[src/rtl/barrel_shift_pipe.sv]
`default_nettype none
// ============================================================================
// Module      : barrel_shift_pipe
// Description : Pipelined barrel shifter/rotator with one register stage per
//               shift level, valid/ready handshakes, carry/zero flags and tag.
// Revision    : 1.0 - initial release
// ============================================================================
module barrel_shift_pipe #(
  parameter int WIDTH = 32,
  parameter int TAGW  = 4,
  parameter int SHW   = $clog2(WIDTH)
) (
  input  logic             clk,
  input  logic             rst_n,
  input  logic             in_valid,
  output logic             in_ready,
  input  logic [WIDTH-1:0] in_data,
  input  logic [SHW-1:0]   in_amt,
  input  logic [2:0]       in_mode,
  input  logic [TAGW-1:0]  in_tag,
  output logic             out_valid,
  input  logic             out_ready,
  output logic [WIDTH-1:0] out_data,
  output logic             out_carry,
  output logic             out_zero,
  output logic [TAGW-1:0]  out_tag
);

  localparam logic [2:0] c_SLL = 3'd0;
  localparam logic [2:0] c_SRL = 3'd1;
  localparam logic [2:0] c_SRA = 3'd2;
  localparam logic [2:0] c_ROL = 3'd3;
  localparam logic [2:0] c_ROR = 3'd4;

  logic [SHW-1:0]   r_valid;
  logic [SHW-1:0]   r_carry;
  logic [WIDTH-1:0] r_data [SHW];
  logic [SHW-1:0]   r_amt  [SHW];
  logic [2:0]       r_mode [SHW];
  logic [TAGW-1:0]  r_tag  [SHW];
  logic             r_zero;
  logic [SHW-1:0]   w_ready;

  genvar k;
  generate
    for (k = 0; k < SHW; k++) begin : g_stage
      localparam int c_STEP = 1 << k;

      logic             w_srcValid;
      logic             w_srcCarry;
      logic [WIDTH-1:0] w_srcData;
      logic [SHW-1:0]   w_srcAmt;
      logic [2:0]       w_srcMode;
      logic [TAGW-1:0]  w_srcTag;
      logic [WIDTH-1:0] w_shifted;
      logic [WIDTH-1:0] w_nextData;
      logic             w_nextCarry;

      // A stage can load unless it and every stage below it are occupied.
      assign w_ready[k] = out_ready | ~(&r_valid[SHW-1:k]);

      if (k == 0) begin : g_head
        assign w_srcValid = in_valid;
        assign w_srcCarry = 1'b0;
        assign w_srcData  = in_data;
        assign w_srcAmt   = in_amt;
        assign w_srcMode  = in_mode;
        assign w_srcTag   = in_tag;
      end else begin : g_body
        assign w_srcValid = r_valid[k-1];
        assign w_srcCarry = r_carry[k-1];
        assign w_srcData  = r_data[k-1];
        assign w_srcAmt   = r_amt[k-1];
        assign w_srcMode  = r_mode[k-1];
        assign w_srcTag   = r_tag[k-1];
      end

      // The carry is the last bit pushed out; the highest active level wins.
      always_comb begin
        w_shifted = w_srcData;
        case (w_srcMode)
          c_SLL:   w_shifted = w_srcData << c_STEP;
          c_SRL:   w_shifted = w_srcData >> c_STEP;
          c_SRA:   w_shifted = WIDTH'($signed(w_srcData) >>> c_STEP);
          c_ROL:   w_shifted = {w_srcData[WIDTH-1-c_STEP:0], w_srcData[WIDTH-1:WIDTH-c_STEP]};
          c_ROR:   w_shifted = {w_srcData[c_STEP-1:0], w_srcData[WIDTH-1:c_STEP]};
          default: w_shifted = w_srcData;
        endcase
        w_nextData  = w_srcData;
        w_nextCarry = w_srcCarry;
        if (w_srcAmt[k] && (w_srcMode <= c_ROR)) begin
          w_nextData = w_shifted;
          case (w_srcMode)
            c_SLL:        w_nextCarry = w_srcData[WIDTH-c_STEP];
            c_SRL, c_SRA: w_nextCarry = w_srcData[c_STEP-1];
            c_ROL:        w_nextCarry = w_shifted[0];
            c_ROR:        w_nextCarry = w_shifted[WIDTH-1];
            default:      w_nextCarry = 1'b0;
          endcase
        end
      end

      always_ff @(posedge clk or negedge rst_n) begin
        if (!rst_n) begin
          r_valid[k] <= 1'b0;
          r_carry[k] <= 1'b0;
          r_data[k]  <= '0;
          r_amt[k]   <= '0;
          r_mode[k]  <= '0;
          r_tag[k]   <= '0;
        end else if (w_ready[k]) begin
          r_valid[k] <= w_srcValid;
          r_carry[k] <= w_nextCarry;
          r_data[k]  <= w_nextData;
          r_amt[k]   <= w_srcAmt;
          r_mode[k]  <= w_srcMode;
          r_tag[k]   <= w_srcTag;
        end
      end

      if (k == SHW - 1) begin : g_zero
        always_ff @(posedge clk or negedge rst_n) begin
          if (!rst_n) begin
            r_zero <= 1'b0;
          end else if (w_ready[k]) begin
            r_zero <= (w_nextData == '0);
          end
        end
      end
    end
  endgenerate

  assign in_ready  = w_ready[0];
  assign out_valid = r_valid[SHW-1];
  assign out_data  = r_data[SHW-1];
  assign out_carry = r_carry[SHW-1];
  assign out_zero  = r_zero;
  assign out_tag   = r_tag[SHW-1];

endmodule
`default_nettype wire

[config.mk]
export PLATFORM = sky130hd
export DESIGN_NAME = barrel_shift_pipe
export DESIGN_NICKNAME = d
export VERILOG_FILES = /design/src/rtl/barrel_shift_pipe.sv
export SDC_FILE = /design/constraint.sdc
export NUM_CORES = 1
export LEC_CHECK = 0
export ABC_CLOCK_PERIOD_IN_PS = 2800
export CORE_ASPECT_RATIO = 1.75
export CORE_MARGIN = 2
export CORE_UTILIZATION = 45
export CTS_BUF_LIST = sky130_fd_sc_hd__clkbuf_16
export DETAILED_ROUTE_END_ITERATION = 16
export SLEW_MARGIN = 15
export SYNTH_ARGS = -nofsm -noshare
export SYNTH_HDL_FRONTEND = slang
export SYNTH_SLANG_ARGS = --single-unit
[constraint.sdc]
create_clock -name clk -period 2.8 [get_ports clk]
set_clock_uncertainty 0.1 [all_clocks]
set_input_delay 0.56 -clock clk [delete_from_list [all_inputs] [get_ports clk]]
set_output_delay 0.56 -clock clk [all_outputs]
set_load 0.01 [all_outputs]
==> flow_summary_export.csv <==
group,metric,value,unit
status,status,"completed",
drt,wl_per_cell,18.04,microns
placement,place_ws,-0.09457,ns
placement,gp_congestion,0.9460,
critical_path,path_buf_inv,3,
synthesis,synth_ff_type,"dfrtp_1",
timing,fin_crit_sh,90.61,%
timing,hold_viol,0,
synthesis,synth_nets,1396,
critical_path,cp_slowest_cell,"clkdlybuf4s50_1",
grt,grt_overflow,0,
critical_path,criticalPathCategory,"in2out",
synthesis,ys_ff_latch,213,
drt,drt-initial-drc-count,587,
layout,diodes,0,
floorplanning,fp.dieH,218.1,microns
critical_path,slowest_delay,0.49,ns
drt,routed_wl,31380,microns
run,cap_violations,0,
power,p_leak,5.584,nW
floorplanning,coreArea,25860,sq um
critical_path,crit_family,"buffers and inverters",
grt,track_usage,22.82,%
layout,fin_nets,1455,
timing,tightest_slew,0.7374,ns
timing,max_freq,394.1,MHz
synthesis,synthAdderAreaFrac,1.189,%
critical_path,critical_path_required,2.14,ns
placement,numPortBuffers,87,
synthesis,ys_seq_area_share,45.22,%
synthesis,synthArstFlopShare,100.0,%
timing,drv_slew,0,
floorplanning,ios,88,
synthesis,post-synth-top-count-cell,"nand2_1",
clock_network,insertion_delay,0.52,ns
timing,rsz0062_at_grt,"false",
placement,hpwl,24110,microns
hold_path,holdCritPathClass,"reg2reg",
layout,syn_to_final_growth,17.41,%
synthesis,synth_top_family_by_area,"compound AO/OA/AOI/OAI gates",
synthesis,yosysTopAreaCellShare,45.22,%
synthesis,synthTopCellsByArea,"dfrtp_1 45%, o21ai_0 12%, nand2_1 9.0%",
grt,grt_pass1_wl,51600,microns
clock_network,clockRootBuffer,"clkbuf_16",
synthesis,yosys.area_share.simple,13.87,%
synthesis,yosys-mux-area-fraction,4.830,%
floorplanning,dieArea,27560,sq um
synthesis,synth_common_cells,"284 x nand2_1, 273 x o21ai_0, 213 x dfrtp_1, 85 x clkbuf_1, 83 x a221o_1",
clock_network,cts_buffers,21,
clock_network,h-tree-depth,1,
critical_path,crit_arrival,1.88,ns
clock_network,clockBufferDepth,3,
drt,ant_nets,0,
critical_path,cp-end-kind,"output port",
drt,vias_per_cell,5.884,
power,ir_drop,0.0004384,V
critical_path,cp_max_fo,2,
layout,drive_gt1_share,10.15,%
timing,min_period,2.537,ns
timing,layout_setup_ws,0.2628,ns
synthesis,yosysWarningCount,0,
clock_network,cts_tree,"built",
floorplanning,die_x,126.3,microns
power,power_density,947.0,nW/um^2
synthesis,syn-instance-count,1348,
timing,relSlewSlack,50.66,%
grt,antenna_found_initial,0,
critical_path,crit_path_start_kind,"input port",
drt,vias,10230,
critical_path,worst_path_most_repeated_cell,"and3_2",
clock_network,clkSinkCount,213,
clock_network,clk_transition_reported_paths,0.06,ns
synthesis,yosys.area.top_type,"dfrtp_1",
floorplanning,start_util,45.58,%
layout,fill_cells,2483,
grt,grt_max_degree,74,
drt,first_pass_iters,6,
critical_path,crit_chain,"clkdlybuf4s50_1 > nor2b_2 > and3_2 > and3_2 > inv_1 > dlygate4sd2_1",
synthesis,synth.distinct_cells,65,
synthesis,synth_compound_area_share,29.75,%
synthesis,syn_area,11790,sq um
layout,fin_util,53.51,%
synthesis,synthXorXnorAreaFrac,0.5095,%
grt,grt_pass1_vias,10010,
drt,drc,0,
floorplanning,rows,78,
synthesis,synth_edf_count,0,
synthesis,avgSynthCellArea,8.744,sq um
timing,finalSetupViolations,0,
## state kept, by name (all words and copies together) (netlist names)
name / flops
g_stage.w_srcAmt: 10
g_stage.w_srcCarry: 4
g_stage.w_srcData: 128
g_stage.w_srcMode: 12
g_stage.w_srcTag: 16
g_stage.w_srcValid: 4
out_carry: 1
out_data: 32
out_tag: 4
out_valid: 1
out_zero: 1
## metrics by stage
step | area (sq um) | cells | total power, mW | hold slack [ns] | setup TNS (ns)
2_1_floorplan | 11790 | 1348 | 8.373 | 0.1644 | 0
3_3_place_gp | 13200 | 1703 | 10.44 | 0.3478 | -1.244
3_5_place_dp | 13200 | 1703 | 10.55 | 0.3528 | -1.515
4_1_cts | 13830 | 1739 | 13.21 | 0.3662 | 0
5_1_grt | 13840 | 1739 | 14.00 | 0.3769 | 0
6_report | 13840 | 1739 | 13.11 | 0.3623 | 0
## report_power, final
part	internal [mW]	switching, mW	leakage (nW)
registers	4.11	1.40	2.53
clock network	1.45	1.16	0.326
logic	2.43	2.56	2.72
total	7.99	5.12	5.58
## routing by layer
metal	wire length (microns)	share of wire (%)	track usage, %
met1	10990	35	22.78
met2	17680	56	44.80
met3	895	2.9	2.424
met4	1813	5.8	12.86
met5	0	0	0
## cells in the final DEF, fill, tap and decap left out, drive strengths merged, types with 5 or more instances in the layout
master         instances
o211ai                21
a221o                 83
a21oi                 39
and2                   5
a22o                  11
a22oi                 19
mux2                  23
or2                    8
o31ai                 16
a222oi                12
nand3                  7
o21ai                277
maj3                  14
mux2i                 31
clkdlybuf4s50         85
dfrtp                213
nor2b                  6
buf                   68
nor2                  56
clkbuf                22
inv                   20
o22ai                 27
nand2                284
o22a                  14
## worst min-delay path, stage by stage, from the launching register on
cell	delay, ns
dfrtp_1	0.34
nand2_1	0.05
nand2_1	0.05
## path summary, 6_finish.rpt
| check | startpoint | endpoint | slack, ns | depth (start not counted) |
|---|---|---|---|---|
| min reg2reg | g_stage[3].w_srcAmt[4] | g_stage[3].w_srcAmt[4] | 0.36 | 2 |
| max reg2reg | g_stage[4].w_srcMode[0] | out_zero | 0.29 | 7 |
| min in group asynchronous | rst_n | g_stage[4].w_srcData[12] | 0.50 | 2 |
| max | out_ready | in_ready | 0.26 | 6 |
| min | g_stage[3].w_srcAmt[4] | g_stage[3].w_srcAmt[4] | 0.36 | 2 |
| max in group asynchronous | rst_n | g_stage[1].w_srcData[1] | 1.35 | 3 |
## cell families after synthesis
family / count (synthesis)
xor+xnor: 6
flops: 213
mux: 54
simple gates: 391
buf+inv: 132
compound gates: 538
fa+ha+maj: 14
## cell type report
cell class / count / area [sq um] / area share [%]
Clock buffer: 21 / 525.5 / 3.797
Clock inverter: 14 / 93.84 / 0.6781
Timing Repair Buffer: 156 / 1506 / 10.89
Tap cell: 320 / 400.4 / 2.893
Sequential cell: 213 / 5330 / 38.51
Inverter: 12 / 45.04 / 0.3255
Multi-Input combinational cell: 1003 / 5938 / 42.91
## repair_timing
action	CTS	global route
endpoints found under the hold margin	54	0
hold buffers	1	0
setup buffers	0	0
setup endpoints to repair	1	0
resized for setup	1	0
Power figures use the tool's default switching activity.
